[src/rtl/edge_pkg.sv]
// Shared constants, FSM encoding and latched-frame configuration for edge_threshold.
package edge_pkg;

  localparam int unsigned MAX_WIDTH_DEF = 1000;
  localparam int unsigned EDGE_W_DEF    = 16;
  localparam int unsigned PIX_W         = 8;
  localparam int unsigned DIM_W         = 16;
  localparam int unsigned CNT_W         = 32;
  localparam int unsigned PIX_MAX       = 255;

  typedef enum logic [1:0] {
    ST_IDLE  = 2'd0,
    ST_RUN   = 2'd1,
    ST_DRAIN = 2'd2,
    ST_DONE  = 2'd3
  } state_e;

  typedef struct packed {
    logic [DIM_W-1:0] width;
    logic [PIX_W-1:0] threshold;
    logic             mode;
  } cfg_t;

  // Mode 1 binarises against the threshold; mode 0 passes the clamped magnitude.
  function automatic logic [PIX_W-1:0] map_pix(input logic [PIX_W-1:0] clamped,
                                               input logic [PIX_W-1:0] thr,
                                               input logic             bin);
    if (!bin) return clamped;
    return (clamped >= thr) ? {PIX_W{1'b1}} : {PIX_W{1'b0}};
  endfunction

endpackage

[src/rtl/edge_mag_sat.sv]
// Pipeline stage 1: registered |edge| with the most-negative code saturated to max positive.
module edge_mag_sat
  import edge_pkg::*;
#(
  parameter int unsigned EDGE_W = EDGE_W_DEF
) (
  input  logic              clk,
  input  logic              rstn,
  input  logic              load_i,
  input  logic [EDGE_W-1:0] edge_i,
  output logic [EDGE_W-2:0] mag_o
);

  localparam int unsigned MAG_W = EDGE_W - 1;

  logic [EDGE_W-1:0] neg;
  logic [MAG_W-1:0]  mag_d;
  logic [MAG_W-1:0]  mag_q;

  always_comb begin
    neg   = ~edge_i + EDGE_W'(1);
    mag_d = edge_i[MAG_W-1:0];
    if (edge_i[EDGE_W-1]) begin
      // Only the most-negative code is still negative after negation.
      if (neg[EDGE_W-1]) mag_d = {MAG_W{1'b1}};
      else               mag_d = neg[MAG_W-1:0];
    end
  end

  always_ff @(posedge clk or negedge rstn) begin
    if (!rstn)       mag_q <= '0;
    else if (load_i) mag_q <= mag_d;
  end

  assign mag_o = mag_q;

endmodule

[src/rtl/edge_threshold.sv]
// Two-stage edge magnitude / binarisation pipeline with raster coordinates and frame FSM.
module edge_threshold
  import edge_pkg::*;
#(
  parameter int unsigned MAX_WIDTH = MAX_WIDTH_DEF,
  parameter int unsigned EDGE_W    = EDGE_W_DEF
) (
  input  logic              clk,
  input  logic              rstn,
  input  logic              start,
  input  logic [DIM_W-1:0]  width,
  input  logic [DIM_W-1:0]  height,
  input  logic [PIX_W-1:0]  threshold,
  input  logic              mode,
  input  logic [EDGE_W-1:0] edge_in,
  input  logic              edge_valid,
  output logic              edge_ready,
  output logic [PIX_W-1:0]  pix_out,
  output logic              pix_valid,
  input  logic              pix_ready,
  output logic [DIM_W-1:0]  pix_x,
  output logic [DIM_W-1:0]  pix_y,
  output logic              frame_done,
  output logic              busy
);

  localparam int unsigned MAG_W = EDGE_W - 1;

  state_e           state_q, state_d;
  cfg_t             cfg_q, cfg_d;
  logic [CNT_W-1:0] total_q, total_d;
  logic [CNT_W-1:0] in_cnt_q, in_cnt_d;
  logic             frame_done_q, frame_done_d;
  logic             busy_q, busy_d;

  logic             s1_valid_q, s1_valid_d;
  logic [MAG_W-1:0] s1_mag;
  logic [PIX_W-1:0] pix_out_q, pix_out_d;
  logic             pix_valid_q, pix_valid_d;
  logic [DIM_W-1:0] pix_x_q, pix_x_d;
  logic [DIM_W-1:0] pix_y_q, pix_y_d;

  logic             edge_ready_c;
  logic             in_xfer_c;
  logic             out_xfer_c;
  logic             adv2_c;
  logic             degen_c;
  logic             accept_start_c;
  logic [PIX_W-1:0] clamp_c;

  // Handshake qualifiers: stage 2 moves when empty or drained, stage 1 when stage 2 moves.
  always_comb begin
    adv2_c         = !pix_valid_q || pix_ready;
    edge_ready_c   = (state_q == ST_RUN) && (!s1_valid_q || adv2_c);
    in_xfer_c      = edge_valid && edge_ready_c;
    out_xfer_c     = pix_valid_q && pix_ready;
    accept_start_c = (state_q == ST_IDLE) && start;
    degen_c        = (width < DIM_W'(3)) || (height < DIM_W'(3)) ||
                     (CNT_W'(width) > MAX_WIDTH);
    clamp_c        = (s1_mag > MAG_W'(PIX_MAX)) ? {PIX_W{1'b1}} : s1_mag[PIX_W-1:0];
  end

  // Frame FSM: next state, configuration latch, input accounting.
  always_comb begin
    state_d   = state_q;
    cfg_d     = cfg_q;
    total_d   = total_q;
    in_cnt_d  = in_cnt_q;
    case (state_q)
      ST_IDLE: begin
        if (start) begin
          cfg_d.width     = width;
          cfg_d.threshold = threshold;
          cfg_d.mode      = mode;
          total_d         = CNT_W'(width - DIM_W'(2)) * CNT_W'(height - DIM_W'(2));
          in_cnt_d        = '0;
          state_d         = degen_c ? ST_DONE : ST_RUN;
        end
      end
      ST_RUN: begin
        if (in_xfer_c) begin
          in_cnt_d = in_cnt_q + CNT_W'(1);
          if (in_cnt_q == total_q - CNT_W'(1)) state_d = ST_DRAIN;
        end
      end
      ST_DRAIN: begin
        if (!s1_valid_q && (out_xfer_c || !pix_valid_q)) state_d = ST_DONE;
      end
      ST_DONE: state_d = ST_IDLE;
      default: state_d = ST_IDLE;
    endcase
    frame_done_d = (state_d == ST_DONE);
    busy_d       = (state_d != ST_IDLE);
  end

  // Pipeline occupancy, output pixel and raster coordinates.
  always_comb begin
    s1_valid_d  = s1_valid_q;
    pix_valid_d = pix_valid_q;
    pix_out_d   = pix_out_q;
    pix_x_d     = pix_x_q;
    pix_y_d     = pix_y_q;
    if (adv2_c) begin
      pix_valid_d = s1_valid_q;
      if (s1_valid_q) pix_out_d = map_pix(clamp_c, cfg_q.threshold, cfg_q.mode);
    end
    if (!s1_valid_q || adv2_c) s1_valid_d = in_xfer_c;
    if (accept_start_c) begin
      pix_x_d = '0;
      pix_y_d = '0;
    end else if (out_xfer_c) begin
      if (pix_x_q == cfg_q.width - DIM_W'(3)) begin
        pix_x_d = '0;
        pix_y_d = pix_y_q + DIM_W'(1);
      end else begin
        pix_x_d = pix_x_q + DIM_W'(1);
      end
    end
  end

  always_ff @(posedge clk or negedge rstn) begin
    if (!rstn) begin
      state_q      <= ST_IDLE;
      cfg_q        <= '0;
      total_q      <= '0;
      in_cnt_q     <= '0;
      frame_done_q <= 1'b0;
      busy_q       <= 1'b0;
      s1_valid_q   <= 1'b0;
      pix_valid_q  <= 1'b0;
      pix_out_q    <= '0;
      pix_x_q      <= '0;
      pix_y_q      <= '0;
    end else begin
      state_q      <= state_d;
      cfg_q        <= cfg_d;
      total_q      <= total_d;
      in_cnt_q     <= in_cnt_d;
      frame_done_q <= frame_done_d;
      busy_q       <= busy_d;
      s1_valid_q   <= s1_valid_d;
      pix_valid_q  <= pix_valid_d;
      pix_out_q    <= pix_out_d;
      pix_x_q      <= pix_x_d;
      pix_y_q      <= pix_y_d;
    end
  end

  edge_mag_sat #(
    .EDGE_W (EDGE_W)
  ) u_mag (
    .clk    (clk),
    .rstn   (rstn),
    .load_i (in_xfer_c),
    .edge_i (edge_in),
    .mag_o  (s1_mag)
  );

  assign edge_ready = edge_ready_c;
  assign pix_out    = pix_out_q;
  assign pix_valid  = pix_valid_q;
  assign pix_x      = pix_x_q;
  assign pix_y      = pix_y_q;
  assign frame_done = frame_done_q;
  assign busy       = busy_q;

endmodule

[config.mk]
export PLATFORM = sky130hd
export DESIGN_NAME = edge_threshold
export DESIGN_NICKNAME = d
export VERILOG_FILES = /design/src/rtl/edge_pkg.sv /design/src/rtl/edge_mag_sat.sv /design/src/rtl/edge_threshold.sv
export SDC_FILE = /design/constraint.sdc
export NUM_CORES = 1
export LEC_CHECK = 0
export ABC_AREA = 1
export BUFFER_PORTS_ARGS = -buffer_cell sky130_fd_sc_hd__buf_2
export CAP_MARGIN = 20
export CORE_MARGIN = 2
export CORE_UTILIZATION = 32
export CTS_CLUSTER_DIAMETER = 50
export DETAILED_ROUTE_END_ITERATION = 12
export SKIP_CTS_REPAIR_TIMING = 1
export SLEW_MARGIN = 10
export SYNTH_ARGS = -nofsm -noshare
export SYNTH_HDL_FRONTEND = slang
export SYNTH_SLANG_ARGS = --single-unit
[constraint.sdc]
create_clock -name clk -period 2.35 [get_ports clk]
set_clock_uncertainty 0.05 [all_clocks]
set_input_delay 0 -clock clk [delete_from_list [all_inputs] [get_ports clk]]
set_output_delay 0 -clock clk [all_outputs]
set_load 0.02 [all_outputs]
==> results.md, run 1 <==
Outcome:
- The run finished, with violations left.
- The checks that failed: negative hold slack, negative setup slack.

Timing:
- The number of hold violations in the final report was 2.
- The time the final worst path needs with I/O delays and setup is 5740 ps.
- Setup violations remaining at the end of the flow were counted as 57.
- The tightest hold path in the finished design has a slack of -23.5 ps.
- For the pin with the worst max-slew slack, the measured transition is 556 ps.
- The maximum clock frequency is 174 MHz.
- Dividing the final minimum period by the clock period gives 244%.
- Measured against its own limit, the worst slew margin works out to 62.9%.
- Across all setup checks in the final design, the least slack found is -3390 ps.
- The final number of max-transition violations is 0.
- Setup repair after global routing could not meet its margin everywhere.

Worst hold path:
- The depth of the worst hold-timing path is 5.
- For hold timing, the worst endpoint is in_cnt_q[3]$_DFFE_PN0P_.
- The worst min-delay path category is input port to flop.
- The startpoint identified for the worst hold timing path is start.

Floorplanning:
- The x dimension of the die is 257 µm.
- The initial utilization of the core area, before any placement, comes to 32.4%.
- The overall die height is 257 µm.
- The core region is 0.0632 mm².
- Pin placement for this block handled 106 I/O pins.
- The initialized floorplan defines 92 standard-cell rows.
- The area of the die is 0.0660 mm².

Clock tree:
- The clock tree synthesis step divided the H-tree into 4 levels.
- The number of CTS-inserted buffers is 17.
- The clock tree root driver cell is clkbuf_16.
- The number of clock sinks is 150.
- The latest clock arrival within the worst-skew pair is 440 ps.
- TritonCTS built the clock tree.
- No sink is reached through more buffers than the 2 on the longest clock path.
- After clock tree synthesis, the clock-pin slew on the worst setup and hold paths is 70 ps.

Placed design:
- The count of buffers added on input and output ports is 105.
- The cell count after placement is 3945.
- The final weighted congestion of routability-driven global placement is 0.951.
- The HPWL after detailed placement is 49100 µm.
- Timing analysis after detailed placement gives a worst setup slack of -4090 ps.
- Summing all placed instances gives a cell area of 0.0254 mm².

Logic synthesis:
- Counting flops and latches in the post-synthesis netlist gives 150.
- In this run, synthesis inferred 0 flip-flops with an integrated enable.
- The synthesized area per cell is 7.59 µm².
- Summed over its instances, the top area cell type makes up 27.6% of the synthesized netlist area.
- For this run, the register share of the synthesized area comes to 18.3%.
- The commonest cells after synthesis are inv_1, nand2_1, nor2_1.
- Yosys attributes the largest share of cell area to fa_1, dfrtp_1, inv_1.
- The number of warnings issued by yosys is 0.
- The total nets after synthesis is 3141.
- For this run, asynchronously set or reset flops after synthesis account for 100%.
- The library cell occupying the most area in the post-synthesis netlist is fa_1.
- Yosys instantiated no cell more often than inv_1.
- The count of cell types in the netlist is 57.
- The most common flop cell mapped by yosys is dfrtp_1.
- The synthesized area is 0.0205 mm².
- The synthesized netlist cell count is 2699.

Critical path:
- The terminus of the critical flop-to-flop path is pix_y[5]$_DFFE_PN0P_.
- For this run, the slowest stage of the critical path takes 570 ps.
- The setup slack of the worst register-to-register path is -50 ps.
- STA puts the critical path data arrival time at 6020 ps.
- Counting cells, the worst reg-to-reg path comes to 13.
- The maximum fanout along the worst path is 8.
- The most frequent cell on the critical path is fa_1.
- The type of element capturing the critical path is a flop.
- The worst setup path is launched from an input port.
- The critical path is of the input port to flop type.
- For the worst setup path, the data required time is 2630 ps.
- The largest individual stage delay along the critical path comes from the cell fa_1.
- The launch point of the worst reg-to-reg path is cfg_q[9]$_DFFE_PN0P_.

Global routing:
- In the global route stage, overall resource usage came out at 18.0%.
- The initial antenna violation count is 0.
- The first global-routing pass estimated 95300 µm of wire.
- The total overflow left after global routing is 0.
- The number of global-route vias before repair is 18800.
- The largest net degree at the start of global routing is 61.

Final layout:
- The post-layout instance count excluding filler cells is 4069.
- In the final design database the tool counted 3652 nets.
- The layout overhead on the synthesized area is 38.0%.
- The proportion of layout cells with a drive suffix above 1 is 30.8%.
- 0 antenna diodes ended up in the layout.
- The design area is 0.0283 mm².
- Measured on the finished design, the core utilization comes to 44.7%.

Detailed routing:
- The count of antenna-violating nets left after detailed routing is 0.
- For this block, the routed nets add up to 60600 µm of wire.
- The via-per-instance ratio is 4.69.
- The pre-antenna-repair detailed-routing pass consisted of 5 iterations.
- The first routing iteration left 1198 violations.
- The DRC violation count after routing is 0.
- The total vias in the final route is 19100.
- Dividing the detail-routed wire length by the instance count gives 14.9 µm.

Job:
- The number of maximum-capacitance violations is 0.
## registers in the layout (all words and copies together) (netlist names), 2 cells and up
| signal | count |
|---|---|
| pix_y | 16 |
| in_cnt_q | 32 |
| cfg_q | 25 |
| state_q | 2 |
| pix_x | 16 |
| u_mag.mag_o | 15 |
| pix_out | 8 |
| total_q | 32 |
## cells in the final DEF (no fill, tap or decap), types with 70 or more instances in the layout
cell type and n:
buf_2 96, buf_4 351, dfrtp_1 147, fa_1 260
inv_1 496, inv_2 70, nand2_1 487, nand3_1 96
nor2_1 265, xor2_1 74
## area by class of cell
cell class,instances,area (µm²)
fill,6204,34900
tap,846,1060
clock inverter,12,115
clock buffer,20,457
inverter,596,2350
sequential,150,3760
timing repair buffer,547,4430
multi-input combinational,1898,16100
## how the worst max path moves through the flow
stage / startpoint / endpoint / slack, ps / depth (start not counted)
finish: width[1] / total_q[25]$_DFFE_PN0P_ / -3390 / 32
global route: width[2] / total_q[25]$_DFFE_PN0P_ / -3680 / 34
detailed placement: width[3] / total_q[25]$_DFFE_PN0P_ / -4090 / 33
CTS: width[3] / total_q[25]$_DFFE_PN0P_ / -3650 / 33
global placement: width[7] / total_q[29]$_DFFE_PN0P_ / -4000 / 32
floorplan: height[1] / total_q[26]$_DFFE_PN0P_ / -3440 / 31
## logic make-up (layout without fill, tap and decap cells)
family          count (synthesis)  after routing  share of synthesized area [%]
compound gates                225            225                           6.29
xor+xnor                      122            122                           5.28
fa+ha+maj                     380            380                           33.6
buf+inv                       652           1175                           12.1
flops                         150            150                           18.3
simple gates                 1170           1171                           24.4
## through the flow
step / TNS, ps / hold slack [ps]
after floorplan: -77550 / -346
after global placement: -97870 / -76.2
after detailed placement: -99120 / -65.3
after CTS: -86600 / -546
after global routing: -89330 / 20.6
final: -79540 / -23.5
## critical path: cells and delay by family
family                   cells  cell delay, ps
buffers and inverters        8             670
AO/OA/AOI/OAI                4             570
AND/OR/NAND/NOR             12            1350
adder cells (fa/ha/maj)      8            3390
## layer usage
metal	track usage [%]	wire, µm
met5	0	0
met1	23.0	25600
met4	5.96	2010
met3	2.68	3020
met2	31.0	30000
Power of run 1 is not shown: default switching activity piles up to over one toggle a cycle in this logic, so the estimate is an artifact.
==> run 2: changes to the inputs <==
==> constraint.sdc (replaced) <==
create_clock -name clk -period 4.9 [get_ports clk]
set_clock_uncertainty 0.05 [all_clocks]
set_input_delay 0 -clock clk [delete_from_list [all_inputs] [get_ports clk]]
set_output_delay 0 -clock clk [all_outputs]
set_load 0.02 [all_outputs]
==> run 2 against run 1 <==
Effect of this change: the flow still finishes with violations (negative hold slack, negative setup slack); die area unchanged; via count decreased by 2.8%; sequential cell count unchanged; first-iteration DRC count increased by 3.2%; critical path type unchanged.
==> results.md, run 2 (synthesis results as in run 1) <==
Outcome:
- Result of the run: finished with violations (unchanged).
- Violated checks: negative hold slack, negative setup slack (unchanged).

Clock tree:
- The clock tree from TritonCTS is done (unchanged).
- The clock tree root driver cell is clkbuf_16 (unchanged).
- The maximum number of buffers from clock root to sink was 2 (unchanged).
- The number of clock sinks is 150 (unchanged).
- The number of CTS-inserted buffers is 17 (unchanged).
- The clock transition time at the flip-flop clock pins of the worst setup and hold paths is 60 ps (was 70 ps).
- The latest clock arrival within the worst-skew pair is 450 ps (was 440 ps).
- The CTS H-tree depth is 4 (unchanged).

Floorplanning:
- The area of the die is 0.0660 mm² (unchanged).
- The overall die height is 257 µm (unchanged).
- The cell row count is 92 (unchanged).
- The initial core utilization is 32.4% (unchanged).
- The number of top-level pins came to 106 (unchanged).
- The x dimension of the die is 257 µm (unchanged).
- The core area came to 0.0632 mm² (unchanged).

Critical path:
- The maximum single-stage delay on the critical path is 540 ps (was 570 ps).
- The maximum fanout along the worst path is 7 (was 8).
- The launch point of the worst reg-to-reg path was state_q[1]$_DFF_PN0_ (was cfg_q[9]$_DFFE_PN0P_).
- The startpoint class of the critical path is an input port (unchanged).
- The cell count of the worst reg-to-reg path was 12 (was 13).
- The origin of the worst setup path is width[2] (was width[1]).
- The type of element capturing the critical path is a flop (unchanged).
- The endpoint arrival time on the critical path is 6020 ps (about the same).
- The critical path capture point is total_q[27]$_DFFE_PN0P_ (was total_q[25]$_DFFE_PN0P_).
- The highest-delay cell along the critical path is fa_1 (unchanged).
- The terminus of the critical flop-to-flop path is in_cnt_q[30]$_DFFE_PN0P_ (was pix_y[5]$_DFFE_PN0P_).
- The required time of the worst setup path is 5210 ps (was 2630 ps).
- The setup slack of the worst register-to-register path is 1870 ps (was -50 ps).
- The classification of the worst setup path is input port to flop (unchanged).

Global routing:
- The initial antenna violation count was 1 (was 0).
- The final global-route overflow total is 0 (unchanged).
- The number of global-route vias before repair is 18400 (was 18800).
- The global-route total usage across every layer came to 17.7% (was 18.0%).
- The wire length of the first global-routing pass is 94000 µm (was 95300 µm).
- The largest net degree at the start of global routing is 72 (was 61).

Timing:
- The number of hold violations in the final report came to 9 (was 2).
- Setup repair after global routing missed its margin: true (unchanged).
- The worst hold margin was -8.84 ps (was -23.5 ps).
- The routed design could run at a clock period as short as 5710 ps.
- The final setup violation count is 21 (was 57).
- The slew at the pin closest to its max-slew limit is 916 ps (was 556 ps).
- Based on the critical path, the design can be clocked at up to 175 MHz.
- The final number of max-transition violations was 0 (unchanged).
- The remaining max-slew budget at the tightest pin is 38.9% (was 62.9%).
- The slack of the critical path is -807 ps (was -3390 ps).
- In the finished design, the share of the clock period the worst path needs comes to 116%.

Detailed routing:
- The number of design-rule violations left by the first detailed-router iteration came to 1236 (was 1198).
- The DRC violation count after routing is 0 (unchanged).
- The first-pass iteration count of the detailed router is 6 (was 5).
- The via-per-instance ratio was 4.64 (was 4.69).
- The total vias in the final route is 18600 (was 19100).
- The detailed-route wire length per cell was 14.6 µm (was 14.9 µm).
- The count of antenna-violating nets left after detailed routing is 0 (unchanged).
- The total wirelength of the detailed-routed design is 58400 µm (was 60600 µm).

Placed design:
- The final weighted congestion of routability-driven global placement came to 0.900 (was 0.951).
- The HPWL after detailed placement was 47800 µm (was 49100 µm).
- The cell count after placement is 3871 (was 3945).
- The quantity of I/O buffers inserted on ports is 105 (unchanged).

Final layout:
- Largest regs: in_cnt_q (32), total_q (32), cfg_q (25) (unchanged).
- The filler cell count was 6260 (was 6204).
- The post-layout instance count excluding filler cells came to 3999 (was 4069).
- The area of the multi-input gates is 0.0157 mm² (was 0.0161 mm²).
- The final net count is 3581 (was 3652).
- The layout overhead on the synthesized area is 32.8% (was 38.0%).
- The sequential standard cell area is 0.00375 mm² (was 0.00376 mm²).
- Commonest cells after routing, fill and taps aside: inv_1, nand2_1, nor2_1, buf_4, fa_1 (was inv_1, nand2_1, buf_4, nor2_1, fa_1).
- The proportion of layout cells with a drive suffix above 1 is 26.3% (was 30.8%).
- The most common library cell in the layout ignoring fill and taps is inv_1 (unchanged).

Job:
- The number of maximum-capacitance violations is 0 (unchanged).

Worst hold path:
- The worst min-delay path category is input port to async pin (was input port to flop).
==> run 2: how the worst min path moves through the flow <==
stage               from               endpoint  slack (ps)  cells past startpoint
6_report            rstn   pix_x[5]$_DFFE_PN0P_          -9                      2
5_1_grt        width[14]  cfg_q[23]$_DFFE_PN0P_          20                      4
4_1_cts             rstn  cfg_q[22]$_DFFE_PN0P_        -580                      1
3_5_place_dp        rstn  pix_x[15]$_DFFE_PN0P_        -100                      1
3_3_place_gp        rstn  pix_x[15]$_DFFE_PN0P_        -100                      1
2_1_floorplan       rstn         busy$_DFF_PN0_        -350                      0
==> run 2: layout make-up <==
type	count	share of cell area [%]
Antenna cell	1	0.00920
Timing Repair Buffer	477	13.8
Sequential cell	150	13.8
Clock buffer	21	1.69
Clock inverter	11	0.543
Tap cell	846	3.89
Inverter	596	8.64
Multi-Input combinational cell	1897	57.6
==> run 2: per-stage QoR <==
stage               util, %  setup WS, ps  cell area, µm²  hold WS [ps]  setup TNS [ps]
floorplan                 -          -887           21300          -346          -12090
global placement       39.1         -1470           24700          -105          -26680
detailed placement     39.1         -1510           24700          -102          -27150
CTS                    40.1         -1060           25300          -583          -16650
global route           43.0         -1050           27200          24.9          -17440
finish                 43.0          -807           27200         -8.84          -12680
==> run 2: critical path: cells and delay by family <==
kind	cells	cell delay [ps]
AND/OR/NAND/NOR	10	1390
AO/OA/AOI/OAI	2	230
XOR/XNOR	1	80
buffers and inverters	12	1130
adder cells (fa/ha/maj)	7	3180
==> run 2: metal layers <==
layer	global-route usage, %	share of wire (%)	routed length (µm)	vias to the layer above
li1	-	-	-	9077
met1	23.1	44	25700	9015
met2	30.5	49	28600	417
met3	2.89	5.2	3060	64
met4	4.43	1.9	1110	0
met5	0	0	0	-
Power of run 2 is left out for the same reason.
